==> config.mk <==
export PLATFORM = sky130hd
export DESIGN_NAME = alu_ctrl_stage_flat
export DESIGN_NICKNAME = d
export VERILOG_FILES = /design/src/rtl/alu_ctrl_pkg.sv /design/src/rtl/alu_ctrl_if.sv /design/src/rtl/alu_op_decode.sv /design/src/rtl/alu_ctrl_stage.sv /design/src/flat_wrapper.sv
export SDC_FILE = /design/constraint.sdc
export NUM_CORES = 1
export LEC_CHECK = 0
export CAP_MARGIN = 10
export CORE_MARGIN = 2
export CORE_UTILIZATION = 40
export CTS_BUF_LIST = sky130_fd_sc_hd__clkbuf_4 sky130_fd_sc_hd__clkbuf_8 sky130_fd_sc_hd__clkbuf_16
export DETAILED_ROUTE_END_ITERATION = 16
export PLACE_DENSITY = 0.67
export REMOVE_ABC_BUFFERS = 1
export SYNTH_ARGS = -nofsm -noshare
export SYNTH_HDL_FRONTEND = slang
export SYNTH_SLANG_ARGS = --single-unit
==> constraint.sdc <==
create_clock -name clk -period 3.65 [get_ports clk]
set_input_delay 0.5475 -clock clk [delete_from_list [all_inputs] [get_ports clk]]
set_output_delay 0.5475 -clock clk [all_outputs]
set_load 0.02 [all_outputs]
==> src/rtl/alu_ctrl_pkg.sv <==
// ALU control stage shared definitions: op codes, ALUOp
// encodings, memory select codes and the mul/div FSM states.
package alu_ctrl_pkg;

  localparam logic [4:0] OP_AND  = 5'b00000;
  localparam logic [4:0] OP_OR   = 5'b00001;
  localparam logic [4:0] OP_ADD  = 5'b00010;
  localparam logic [4:0] OP_XOR  = 5'b00011;
  localparam logic [4:0] OP_SLL  = 5'b00100;
  localparam logic [4:0] OP_SRL  = 5'b00101;
  localparam logic [4:0] OP_SUB  = 5'b00110;
  localparam logic [4:0] OP_SLT  = 5'b00111;
  localparam logic [4:0] OP_SLTU = 5'b01000;
  localparam logic [4:0] OP_SRA  = 5'b01100;

  localparam logic [1:0] ALUOP_MEM   = 2'b00;
  localparam logic [1:0] ALUOP_BR    = 2'b01;
  localparam logic [1:0] ALUOP_ARITH = 2'b10;
  localparam logic [1:0] ALUOP_ADD   = 2'b11;

  localparam logic [6:0] F7_BASE = 7'b0000000;
  localparam logic [6:0] F7_ALT  = 7'b0100000;
  localparam logic [6:0] F7_MD   = 7'b0000001;

  localparam logic [2:0] RS_LW  = 3'b000;
  localparam logic [2:0] RS_LB  = 3'b001;
  localparam logic [2:0] RS_LBU = 3'b010;
  localparam logic [2:0] RS_LH  = 3'b011;
  localparam logic [2:0] RS_LHU = 3'b100;

  localparam logic [1:0] WS_SW = 2'b00;
  localparam logic [1:0] WS_SB = 2'b01;
  localparam logic [1:0] WS_SH = 2'b10;

  typedef enum logic [1:0] {
    S_IDLE,
    S_MD_WAIT,
    S_MD_RESP
  } state_e;

  function automatic logic [4:0] m_code(input logic [2:0] f3);
    return {2'b10, f3};
  endfunction

endpackage

==> src/rtl/alu_ctrl_if.sv <==
// Decode-slot, result and mul/div handshake bundle of the
// ALU control stage.
interface alu_ctrl_if #(
  parameter int OP_W = 5
);
  logic            in_valid;
  logic            in_ready;
  logic [1:0]      alu_op;
  logic [6:0]      funct7;
  logic [2:0]      funct3;
  logic            is_imm;
  logic            mem_read;
  logic            mem_write;
  logic            stall_in;
  logic            flush;
  logic            out_valid;
  logic [OP_W-1:0] operation;
  logic [2:0]      read_sel;
  logic [1:0]      write_sel;
  logic [2:0]      br_funct3;
  logic            illegal;
  logic            md_start;
  logic [2:0]      md_op;
  logic            md_abort;
  logic            md_done;
  logic            md_timeout;

  modport master (
    output in_valid, alu_op, funct7, funct3, is_imm,
    output mem_read, mem_write, stall_in, flush, md_done,
    input  in_ready, out_valid, operation, read_sel,
    input  write_sel, br_funct3, illegal,
    input  md_start, md_op, md_abort, md_timeout
  );

  modport slave (
    input  in_valid, alu_op, funct7, funct3, is_imm,
    input  mem_read, mem_write, stall_in, flush, md_done,
    output in_ready, out_valid, operation, read_sel,
    output write_sel, br_funct3, illegal,
    output md_start, md_op, md_abort, md_timeout
  );
endinterface

==> src/rtl/alu_op_decode.sv <==
// Combinational ALUOp/funct decode into op code, memory
// selects, branch condition, illegal and M-extension flags.
module alu_op_decode
  import alu_ctrl_pkg::*;
#(
  parameter bit ENABLE_M = 1'b1
) (
  input  logic [1:0] alu_op,
  input  logic [6:0] funct7,
  input  logic [2:0] funct3,
  input  logic       is_imm,
  input  logic       mem_read,
  input  logic       mem_write,
  output logic [4:0] op_code,
  output logic [2:0] read_sel,
  output logic [1:0] write_sel,
  output logic [2:0] br_funct3,
  output logic       illegal,
  output logic       is_m
);

  logic alt;

  always_comb begin
    op_code   = OP_ADD;
    read_sel  = '0;
    write_sel = '0;
    br_funct3 = '0;
    illegal   = 1'b0;
    is_m      = 1'b0;
    alt       = 1'b0;
    unique case (1'b1)
      (alu_op == ALUOP_MEM): begin
        if (mem_read) begin
          case (funct3)
            3'b000:  read_sel = RS_LB;
            3'b001:  read_sel = RS_LH;
            3'b010:  read_sel = RS_LW;
            3'b100:  read_sel = RS_LBU;
            3'b101:  read_sel = RS_LHU;
            default: illegal = 1'b1;
          endcase
        end
        if (mem_write) begin
          case (funct3)
            3'b000:  write_sel = WS_SB;
            3'b001:  write_sel = WS_SH;
            3'b010:  write_sel = WS_SW;
            default: illegal = 1'b1;
          endcase
        end
      end
      (alu_op == ALUOP_BR): begin
        br_funct3 = funct3;
        case (funct3)
          3'b000, 3'b001: op_code = OP_SUB;
          3'b100, 3'b101: op_code = OP_SLT;
          3'b110, 3'b111: op_code = OP_SLTU;
          default:        illegal = 1'b1;
        endcase
      end
      (alu_op == ALUOP_ARITH): begin
        if (ENABLE_M && !is_imm && funct7 == F7_MD) begin
          is_m    = 1'b1;
          op_code = m_code(funct3);
        end else begin
          // Immediate forms only look at bit 5, and only for shifts
          if (is_imm) begin
            alt = (funct3 == 3'b101) && funct7[5];
          end else begin
            alt = (funct7 == F7_ALT);
            if (funct7 != F7_BASE && !alt)
              illegal = 1'b1;
            if (alt && funct3 != 3'b000 && funct3 != 3'b101)
              illegal = 1'b1;
          end
          case (funct3)
            3'b000:  op_code = alt ? OP_SUB : OP_ADD;
            3'b001:  op_code = OP_SLL;
            3'b010:  op_code = OP_SLT;
            3'b011:  op_code = OP_SLTU;
            3'b100:  op_code = OP_XOR;
            3'b101:  op_code = alt ? OP_SRA : OP_SRL;
            3'b110:  op_code = OP_OR;
            default: op_code = OP_AND;
          endcase
        end
      end
      (alu_op == ALUOP_ADD): op_code = OP_ADD;
      default: op_code = OP_ADD;
    endcase
    if (illegal) begin
      op_code   = OP_ADD;
      read_sel  = '0;
      write_sel = '0;
      br_funct3 = '0;
      is_m      = 1'b0;
    end
  end

endmodule

==> src/rtl/alu_ctrl_stage.sv <==
// Registered ALU control stage at ID/EX with RV32M sequencing
// to an external iterative mul/div unit.
module alu_ctrl_stage
  import alu_ctrl_pkg::*;
#(
  parameter int OP_W       = 5,
  parameter bit ENABLE_M   = 1'b1,
  parameter int MD_TIMEOUT = 64
) (
  input logic       clk,
  input logic       reset,
  alu_ctrl_if.slave bus
);

  localparam int CNT_W = $clog2(MD_TIMEOUT + 1);

  state_e          state_q, state_d;
  logic [CNT_W-1:0] cnt_q, cnt_d;
  logic            out_valid_q, out_valid_d;
  logic [OP_W-1:0] op_q, op_d;
  logic [2:0]      rs_q, rs_d;
  logic [1:0]      ws_q, ws_d;
  logic [2:0]      br_q, br_d;
  logic            ill_q, ill_d;
  logic            md_start_q, md_start_d;
  logic [2:0]      md_op_q, md_op_d;
  logic            md_abort_q, md_abort_d;
  logic            md_to_q, md_to_d;

  logic [4:0] dec_op;
  logic [2:0] dec_rs;
  logic [1:0] dec_ws;
  logic [2:0] dec_br;
  logic       dec_ill;
  logic       dec_is_m;
  logic       in_ready;
  logic       accept;
  logic       m_resp;

  alu_op_decode #(
    .ENABLE_M (ENABLE_M)
  ) u_dec (
    .alu_op    (bus.alu_op),
    .funct7    (bus.funct7),
    .funct3    (bus.funct3),
    .is_imm    (bus.is_imm),
    .mem_read  (bus.mem_read),
    .mem_write (bus.mem_write),
    .op_code   (dec_op),
    .read_sel  (dec_rs),
    .write_sel (dec_ws),
    .br_funct3 (dec_br),
    .illegal   (dec_ill),
    .is_m      (dec_is_m)
  );

  assign in_ready = (state_q == S_IDLE) && !bus.stall_in;
  assign accept   = bus.in_valid && in_ready && !bus.flush;

  always_comb begin
    state_d     = state_q;
    cnt_d       = cnt_q;
    out_valid_d = out_valid_q;
    op_d        = op_q;
    rs_d        = rs_q;
    ws_d        = ws_q;
    br_d        = br_q;
    ill_d       = ill_q;
    md_start_d  = 1'b0;
    md_op_d     = md_op_q;
    md_abort_d  = 1'b0;
    md_to_d     = md_to_q;
    m_resp      = 1'b0;
    unique case (state_q)
      S_IDLE: begin
        if (bus.flush) begin
          out_valid_d = 1'b0;
        end else if (accept && dec_is_m) begin
          md_start_d  = 1'b1;
          md_op_d     = bus.funct3;
          cnt_d       = '0;
          out_valid_d = 1'b0;
          state_d     = S_MD_WAIT;
        end else if (accept) begin
          out_valid_d = 1'b1;
          op_d        = OP_W'(dec_op);
          rs_d        = dec_rs;
          ws_d        = dec_ws;
          br_d        = dec_br;
          ill_d       = dec_ill;
        end else if (!bus.stall_in) begin
          out_valid_d = 1'b0;
        end
      end
      S_MD_WAIT: begin
        if (bus.flush) begin
          md_abort_d  = 1'b1;
          out_valid_d = 1'b0;
          state_d     = S_IDLE;
        end else if (bus.md_done) begin
          if (bus.stall_in) state_d = S_MD_RESP;
          else              m_resp  = 1'b1;
        end else begin
          cnt_d = cnt_q + 1'b1;
          if (cnt_d == CNT_W'(MD_TIMEOUT)) begin
            md_to_d     = 1'b1;
            md_abort_d  = 1'b1;
            out_valid_d = 1'b1;
            op_d        = OP_W'(OP_ADD);
            rs_d        = '0;
            ws_d        = '0;
            br_d        = '0;
            ill_d       = 1'b1;
            state_d     = S_IDLE;
          end
        end
      end
      S_MD_RESP: begin
        if (bus.flush) begin
          out_valid_d = 1'b0;
          state_d     = S_IDLE;
        end else if (!bus.stall_in) begin
          m_resp = 1'b1;
        end
      end
      default: state_d = S_IDLE;
    endcase
    if (m_resp) begin
      out_valid_d = 1'b1;
      op_d        = OP_W'(m_code(md_op_q));
      rs_d        = '0;
      ws_d        = '0;
      br_d        = '0;
      ill_d       = 1'b0;
      state_d     = S_IDLE;
    end
  end

  always_ff @(posedge clk) begin
    if (reset) begin
      state_q     <= S_IDLE;
      cnt_q       <= '0;
      out_valid_q <= 1'b0;
      op_q        <= '0;
      rs_q        <= '0;
      ws_q        <= '0;
      br_q        <= '0;
      ill_q       <= 1'b0;
      md_start_q  <= 1'b0;
      md_op_q     <= '0;
      md_abort_q  <= 1'b0;
      md_to_q     <= 1'b0;
    end else begin
      state_q     <= state_d;
      cnt_q       <= cnt_d;
      out_valid_q <= out_valid_d;
      op_q        <= op_d;
      rs_q        <= rs_d;
      ws_q        <= ws_d;
      br_q        <= br_d;
      ill_q       <= ill_d;
      md_start_q  <= md_start_d;
      md_op_q     <= md_op_d;
      md_abort_q  <= md_abort_d;
      md_to_q     <= md_to_d;
    end
  end

  assign bus.in_ready   = in_ready;
  assign bus.out_valid  = out_valid_q;
  assign bus.operation  = op_q;
  assign bus.read_sel   = rs_q;
  assign bus.write_sel  = ws_q;
  assign bus.br_funct3  = br_q;
  assign bus.illegal    = ill_q;
  assign bus.md_start   = md_start_q;
  assign bus.md_op      = md_op_q;
  assign bus.md_abort   = md_abort_q;
  assign bus.md_timeout = md_to_q;

endmodule
==> src/flat_wrapper.sv <==
// flat-port wrapper written by rule: the top's interface ports become plain ports
module alu_ctrl_stage_flat import alu_ctrl_pkg::*;
#(
  parameter int OP_W       = 5,
  parameter bit ENABLE_M   = 1'b1,
  parameter int MD_TIMEOUT = 64
)
  (clk, reset, bus_in_valid, bus_alu_op, bus_funct7, bus_funct3, bus_is_imm, bus_mem_read, bus_mem_write, bus_stall_in, bus_flush, bus_md_done, bus_in_ready, bus_out_valid, bus_operation, bus_read_sel, bus_write_sel, bus_br_funct3, bus_illegal, bus_md_start, bus_md_op, bus_md_abort, bus_md_timeout);
  alu_ctrl_if #(.OP_W(OP_W)) bus_i ();
  input logic clk;
  input logic reset;
  input wire logic [$bits(bus_i.in_valid)-1:0] bus_in_valid;
  input wire logic [$bits(bus_i.alu_op)-1:0] bus_alu_op;
  input wire logic [$bits(bus_i.funct7)-1:0] bus_funct7;
  input wire logic [$bits(bus_i.funct3)-1:0] bus_funct3;
  input wire logic [$bits(bus_i.is_imm)-1:0] bus_is_imm;
  input wire logic [$bits(bus_i.mem_read)-1:0] bus_mem_read;
  input wire logic [$bits(bus_i.mem_write)-1:0] bus_mem_write;
  input wire logic [$bits(bus_i.stall_in)-1:0] bus_stall_in;
  input wire logic [$bits(bus_i.flush)-1:0] bus_flush;
  input wire logic [$bits(bus_i.md_done)-1:0] bus_md_done;
  output wire logic [$bits(bus_i.in_ready)-1:0] bus_in_ready;
  output wire logic [$bits(bus_i.out_valid)-1:0] bus_out_valid;
  output wire logic [$bits(bus_i.operation)-1:0] bus_operation;
  output wire logic [$bits(bus_i.read_sel)-1:0] bus_read_sel;
  output wire logic [$bits(bus_i.write_sel)-1:0] bus_write_sel;
  output wire logic [$bits(bus_i.br_funct3)-1:0] bus_br_funct3;
  output wire logic [$bits(bus_i.illegal)-1:0] bus_illegal;
  output wire logic [$bits(bus_i.md_start)-1:0] bus_md_start;
  output wire logic [$bits(bus_i.md_op)-1:0] bus_md_op;
  output wire logic [$bits(bus_i.md_abort)-1:0] bus_md_abort;
  output wire logic [$bits(bus_i.md_timeout)-1:0] bus_md_timeout;
  assign bus_i.in_valid = bus_in_valid;
  assign bus_i.alu_op = bus_alu_op;
  assign bus_i.funct7 = bus_funct7;
  assign bus_i.funct3 = bus_funct3;
  assign bus_i.is_imm = bus_is_imm;
  assign bus_i.mem_read = bus_mem_read;
  assign bus_i.mem_write = bus_mem_write;
  assign bus_i.stall_in = bus_stall_in;
  assign bus_i.flush = bus_flush;
  assign bus_i.md_done = bus_md_done;
  assign bus_in_ready = bus_i.in_ready;
  assign bus_out_valid = bus_i.out_valid;
  assign bus_operation = bus_i.operation;
  assign bus_read_sel = bus_i.read_sel;
  assign bus_write_sel = bus_i.write_sel;
  assign bus_br_funct3 = bus_i.br_funct3;
  assign bus_illegal = bus_i.illegal;
  assign bus_md_start = bus_i.md_start;
  assign bus_md_op = bus_i.md_op;
  assign bus_md_abort = bus_i.md_abort;
  assign bus_md_timeout = bus_i.md_timeout;
  alu_ctrl_stage #(.OP_W(OP_W), .ENABLE_M(ENABLE_M), .MD_TIMEOUT(MD_TIMEOUT)) u_core (.clk(clk), .reset(reset), .bus(bus_i));
endmodule
# --- Word level (Yosys, flattened, before mapping) ---
# Cells that the tools add are included.
totals:
  register_bits: 30
  in_bits: 21
  output_inout_bits: 22
  word_cells: 185
classes:
  add_sub_neg: 1
  eq_ne: 35
  muxes: 95
  bitwise: 4
  reduce_logical: 37
op_table:
  columns: ["operator", "n"]
  rows:
  - ["3-bit 2-to-1 mux", 15]
  - ["5-bit 2-to-1 mux", 9]
  - ["1-bit 2-to-1 mux", 36]
  - ["2-bit 2-to-1 mux", 15]
  - ["7-bit 2-to-1 mux", 4]
  - ["4-bit one-hot mux with 7 select lines", 1]
  - ["5-bit one-hot mux with 2 select lines", 2]
  - ["3-bit by 2-bit inequality test with 1-bit output (second input constant)", 5]
  - ["5-bit AND reduction", 3]
  - ["7-bit one-hot mux with 2 select lines", 1]
  - ["7-bit AND reduction", 2]
  - ["3-bit equality test (second input constant)", 4]
  - ["2-bit inequality test (second input constant)", 6]
  - ["3-bit one-hot mux with 2 select lines", 2]
  - ["3-bit one-hot mux with 4 select lines", 1]
  - ["4-bit one-hot mux with 3 select lines", 1]
  - ["2-bit OR reduction", 5]
  - ["1-bit logical AND", 9]
  - ["4-bit by 3-bit inequality test with 1-bit output (second input constant)", 2]
  - ["2-bit one-hot mux with 2 select lines", 2]
  - ["7-bit by 1-bit adder with 7-bit output (second input constant)", 1]
  - ["7-bit by 1-bit equality test with 1-bit output (second input constant)", 1]
  - ["7-bit by 6-bit equality test with 1-bit output (second input constant)", 1]
  - ["7-bit equality test (second input constant)", 1]
  - ["other kinds (27)", 43]

# --- Longest topological paths before layout ---
depth:
  depth_word: 15
  mapped_depth: 11
  ltp_nobuf: 9

# --- By module ---
# Synthesis repeated with hierarchy kept, for this count alone.
unflattened:
  hier_cells: 274
  area_unflattened_um2: 2228.4
modules_own_cells:
  columns: ["mod", "n_inst", "cells_each", "area_each_um2", "seq_area_each_um2"]
  rows:
  - ["alu_ctrl_stage", 1, 195, 1721.7, 600.6]
  - ["alu_op_decode", 1, 79, 506.7, 0.0]

# --- Worst setup path before layout ---
# OpenSTA, ideal clock, no wires.
synth_timing:
  kind: "input to register"
  start: "in bus_alu_op[0]"
  end: "reg u_core.cnt_q[4]"
  setup_time_ns: 0.117
  arrival_time_ns: 2.232
  required_time_ns: 3.533
  setup_slack_ns: 1.301
  path_stages: 9
  path_buffers: 1
  cell_sequence: "inv_1 -> ha_1 -> nand2_1 -> a2bb2o_1 -> o31a_1 -> buf_2 -> o21ai_2 -> o211ai_1 -> a32o_1"
synth_via:
  elab_chain_cells: 6
  word_cells_on_any_way: 9
  classes_between: "3 x eq/ne; 3 x mux; 3 x reduce/logical"
synth_lines:
  columns: ["item", "line_no", "rtl"]
  rows:
  - ["from (decl)", "flat_wrapper.sv:13", "input wire logic [$bits(bus_i.alu_op)-1:0] bus_alu_op;"]
  - ["2-bit equality test, or another cell as far along", "alu_op_decode.sv:62", "(alu_op == ALUOP_ARITH): begin"]
  - ["1-bit one-hot mux with 3 select lines / 1-bit 2-to-1 mux (equally long branches)", "alu_op_decode.sv:32", "unique case (1'b1)"]
  - ["1-bit 2-to-1 mux (*)", "alu_op_decode.sv:92", "if (illegal) begin"]
  - ["1-bit logical AND (*)", "alu_ctrl_stage.sv:78", "end else if (accept && dec_is_m) begin"]
  - ["2-bit inequality test (no source line) (*)", null, null]
  - ["5-bit AND reduction (no source line) (*)", null, null]
  - ["to (signal assigned)", "alu_ctrl_stage.sv:155", "cnt_q <= cnt_d;"]
  - ["to (decl)", "alu_ctrl_stage.sv:18", "logic [CNT_W-1:0] cnt_q, cnt_d;"]
# Every way passes the cells marked *; elsewhere a longest branch is shown, timed or not.
# A chain may end at the register's enable or synchronous reset.

# --- Worst setup path after layout ---
layout_timing:
  start: "in bus_alu_op[0]"
  end: "reg u_core.op_q[0] (netlist: u_core.bus.operation[0])"
layout_via:
  elab_chain_cells: 8
  word_cells_on_any_way: 16
  classes_between: "3 x eq/ne; 10 x mux; 3 x reduce/logical"
layout_lines:
  columns: ["item", "line_no", "rtl"]
  rows:
  - ["2-bit equality test, or another cell as far along", "alu_op_decode.sv:62", null]
  - ["1-bit one-hot mux with 3 select lines / 5-bit one-hot mux with 2 select lines (equally long branches)", "alu_op_decode.sv:32", null]
  - ["5-bit 2-to-1 mux", "alu_op_decode.sv:92", null]
  - ["5-bit 2-to-1 mux", "alu_ctrl_stage.sv:84", "end else if (accept) begin"]
  - ["5-bit 2-to-1 mux", "alu_ctrl_stage.sv:78", null]
  - ["5-bit 2-to-1 mux", "alu_ctrl_stage.sv:76", "if (bus.flush) begin"]
  - ["5-bit one-hot mux with 2 select lines", "alu_ctrl_stage.sv:74", "unique case (state_q)"]
  - ["5-bit 2-to-1 mux", "alu_ctrl_stage.sv:128", "if (m_resp) begin"]
  - ["to (signal assigned)", "alu_ctrl_stage.sv:157", "op_q <= op_d;"]
  - ["to (decl)", "alu_ctrl_stage.sv:20", "logic [OP_W-1:0] op_q, op_d;"]
# Parallel ways exist; a longest one is shown, timed or not. The select of a mux whose other input is x is not followed.

==> summary.md <==
| Metric | Value |
|---|---|
| Fin crit period | 2.91 ns |
| Max Slew Vio Count | 0 |
| Mapped cell area | 1960 um^2 |
| Final Hold Fails | 0 |
| Relative slew slack | 58.4% |
| Required time of the critical path | 3.85 ns |
| Wire per inst | 14.4 um |
| Root Buffer | clkbuf_8 |
| GRT Residual Overflow | 0 |
| Async S/R FF share, synth | 0% |
| Max VDD drop | 0.212 mV |
| Fin Setup TNS | 0 ns |
| Setup Crit Path Kind | primary input to flop |
| Core area | 4720 um^2 |
| Crit Path Max Fanout | 12 |
| Compound-Gate Fraction of Synth Area | 27.0% |
| Initial drt markers | 100 |
| CTS Hold Bufs | 0 |
| All-Layer GR Usage | 19.7% |
| Largest family of logic cells by synthesized area | simple AND/OR/NAND/NOR gates |
| Crit-path cells | clkdlybuf4s50_1, inv_1, ha_1, nand2_1, a2bb2o_1, o31a_1, o41ai_4, a41oi_1, a221oi_1 |
| Drc violations | 0 |
| Antenna-violating nets left | 0 |
| Starting density of the core | 41.4% |
| Die extent in x | 73.9 um |
| Row Count | 25 |
| CTS tree | yes |
| First-pass GRT wire length | 8220 um |
| Largest net degree at the start of global routing | 21 |
| # diodes | 0 |
| Sequential fraction of the synthesis area | 30.7% |
| Hold Crit Class | flop to flop |
| Post-DP HPWL | 3710 um |
| Synth warnings | 0 |
| Via count | 1925 |
| # setup viols final | 0 |
| Lkg Pwr | 0.000913 uW |
| CTS HTree Levels | 2 |
| Worst-Margin Slew | 0.619 ns |
| Max Freq | 0.344 GHz |
| Status | finished clean |
| Die height | 73.9 um |
| Final wirelength | 5010 um |
| Fin crit share | 79.7% |
| CTS max path bufs | 2 |
| Input/output buffers | 42 |
| Max Cap Violations | 0 |
| Post-synthesis mux area share | 2.62% |
| Layout area overhead | 28.8% |
| Power Dens Cells | 289 nW/um^2 |
| Via density | 5.55 |
| CTS clk-pin slew, worst paths | 0.06 ns |
| CTS-repair resized insts | 0 |
| CP Capture Type | flop |
| Final Core Density | 53.4% |
| # clock sinks | 30 |
| Clk_skew | 0.00433 ns |
| Largest stage delay on the critical path | 0.56 ns |
| Die area | 5470 um^2 |
| Io pins | 43 |
| FF+latch count, synth | 30 |
| Clock Latency Late Sink | 0.29 ns |
| Synth Instances | 238 |
| Drt pass-1 iters | 4 |
| Post-synth top flop | dfxtp_1 |
| Final net count | 310 |
| GP Congestion | 0.907 |
| RSZ-0062 raised after global routing | false |
| Cts bufs inserted | 5 |
| Post-synthesis xor/xnor area fraction | 0.448% |
| Vias in the first global route | 1814 |
| Startpoint types | primary input |
| CP max stage cell | o41ai_4 |
| Syn Area/Cell | 8.22 um^2 |
| Share of cells above drive strength 1 | 8.57% |
| Adder-cell share of the synthesized area | 6.39% |
| Initial antenna violation count | 0 |
| Area share of and/or/nand/nor cells after synthesis | 27.9% |
| # Post-CTS Setup Buffers | 0 |
| Number of enable flip-flop cells after synthesis | 0 |
| Crit path arrival time | 3.11 ns |
| Synth cell types | 63 |
power by group:
part / leakage, uW / switching [uW] / internal, uW / total, uW
clock: 0.0000517 / 128 / 159 / 287
sequential: 0.000242 / 1.47 / 330 / 332
combinational: 0.000620 / 60.6 / 48.7 / 109
cells in the mapped netlist, drive strengths merged (2+ instances only):
cell	n	area share [%]
a211oi	4	1.5
a21oi	17	4.3
a32o	5	2.6
and2	2	0.77
and3	3	0.96
buf	6	1.9
clkbuf	4	0.77
dfxtp	30	31
ha	10	6.4
inv	11	2.1
mux2i	4	2.0
nand2	21	4.0
nand2b	3	1.1
nand3	12	3.1
nand4	4	1.3
nor2	19	4.2
nor2b	5	1.6
nor3	18	4.9
nor3b	2	0.77
o211ai	5	1.9
o21a	2	0.77
o21ai	11	3.0
o2bb2ai	4	1.8
o31a	2	0.90
or3	5	1.9
or4	2	0.96
state kept, by name, indices dropped and copies added (netlist names):
register / cells
u_core.bus.operation: 5
u_core.state_q: 2
u_core.bus.md_timeout: 1
u_core.bus.md_abort: 1
u_core.bus.out_valid: 1
u_core.cnt_q: 7
u_core.bus.br_funct3: 3
u_core.bus.read_sel: 3
u_core.bus.md_start: 1
u_core.bus.write_sel: 2
u_core.bus.illegal: 1
u_core.bus.md_op: 3
layout by cell type, fill, tap and decap left out, types with 6 or more instances in the layout:
cell type	n
clkdlybuf4s50_1	42
dfxtp_1	30
a21oi_1	17
clkbuf_8	6
nor2_1	17
nor3_1	17
ha_1	10
nand3_1	12
inv_1	11
o21ai_0	9
nand2_1	21
routing by layer:
metal	share of wire, %	track usage (%)
met3	4.9	4.34
met5	0	0
met1	47	24.8
met4	1.5	9.29
met2	47	32.1
area by class of cell:
cell class,count,area (um^2)
Fill cell,496,2200
Multi-Input combinational cell,186,1260
Sequential cell,30,601
Timing Repair Buffer,44,435
Clock buffer,7,90.1
Tap cell,67,83.8
Inverter,12,45.0
Clock inverter,1,5.00
per-stage QoR:
stage	area (um^2)	total power [uW]	setup WS (ns)	hold WS, ns	instances
final	2520	728	0.740	0.458	347
after global routing	2520	759	0.558	0.483	347
after CTS	2520	736	0.736	0.463	347
after detailed placement	2420	447	0.439	0.446	339
after global placement	2420	447	0.503	0.449	339
after floorplan	1910	391	1.22	0.461	228
cells by family (layout without fill, tap and decap cells):
logic type / Yosys count / in the layout
compound gates: 69 / 69
xor+xnor: 1 / 1
fa+ha+maj: 10 / 10
buf+inv: 22 / 64
flops: 30 / 30
mux: 5 / 5
simple gates: 101 / 101
worst max-delay path: cells and delay by family:
family | cells | cell delay (ns)
compound gates | 5 | 1.67
fa+ha+maj | 1 | 0.23
buf+inv | 2 | 0.58
simple gates | 1 | 0.06
final timing paths:
check | from | end | slack [ns] | cells past startpoint
worst max-delay path | bus_alu_op[0] | u_core.bus.operation[0]$_SDFFE_PP0P_ | 0.74 | 9
worst min-delay path | u_core.bus.operation[1]$_SDFFE_PP0P_ | u_core.bus.operation[1]$_SDFFE_PP0P_ | 0.46 | 2
worst max register to register | u_core.state_q[1]$_SDFFE_PP0P_ | u_core.bus.read_sel[2]$_SDFFE_PP0P_ | 1.01 | 9
worst min register to register | u_core.bus.operation[1]$_SDFFE_PP0P_ | u_core.bus.operation[1]$_SDFFE_PP0P_ | 0.46 | 2
No activity file was read; power rests on OpenSTA's default activity.
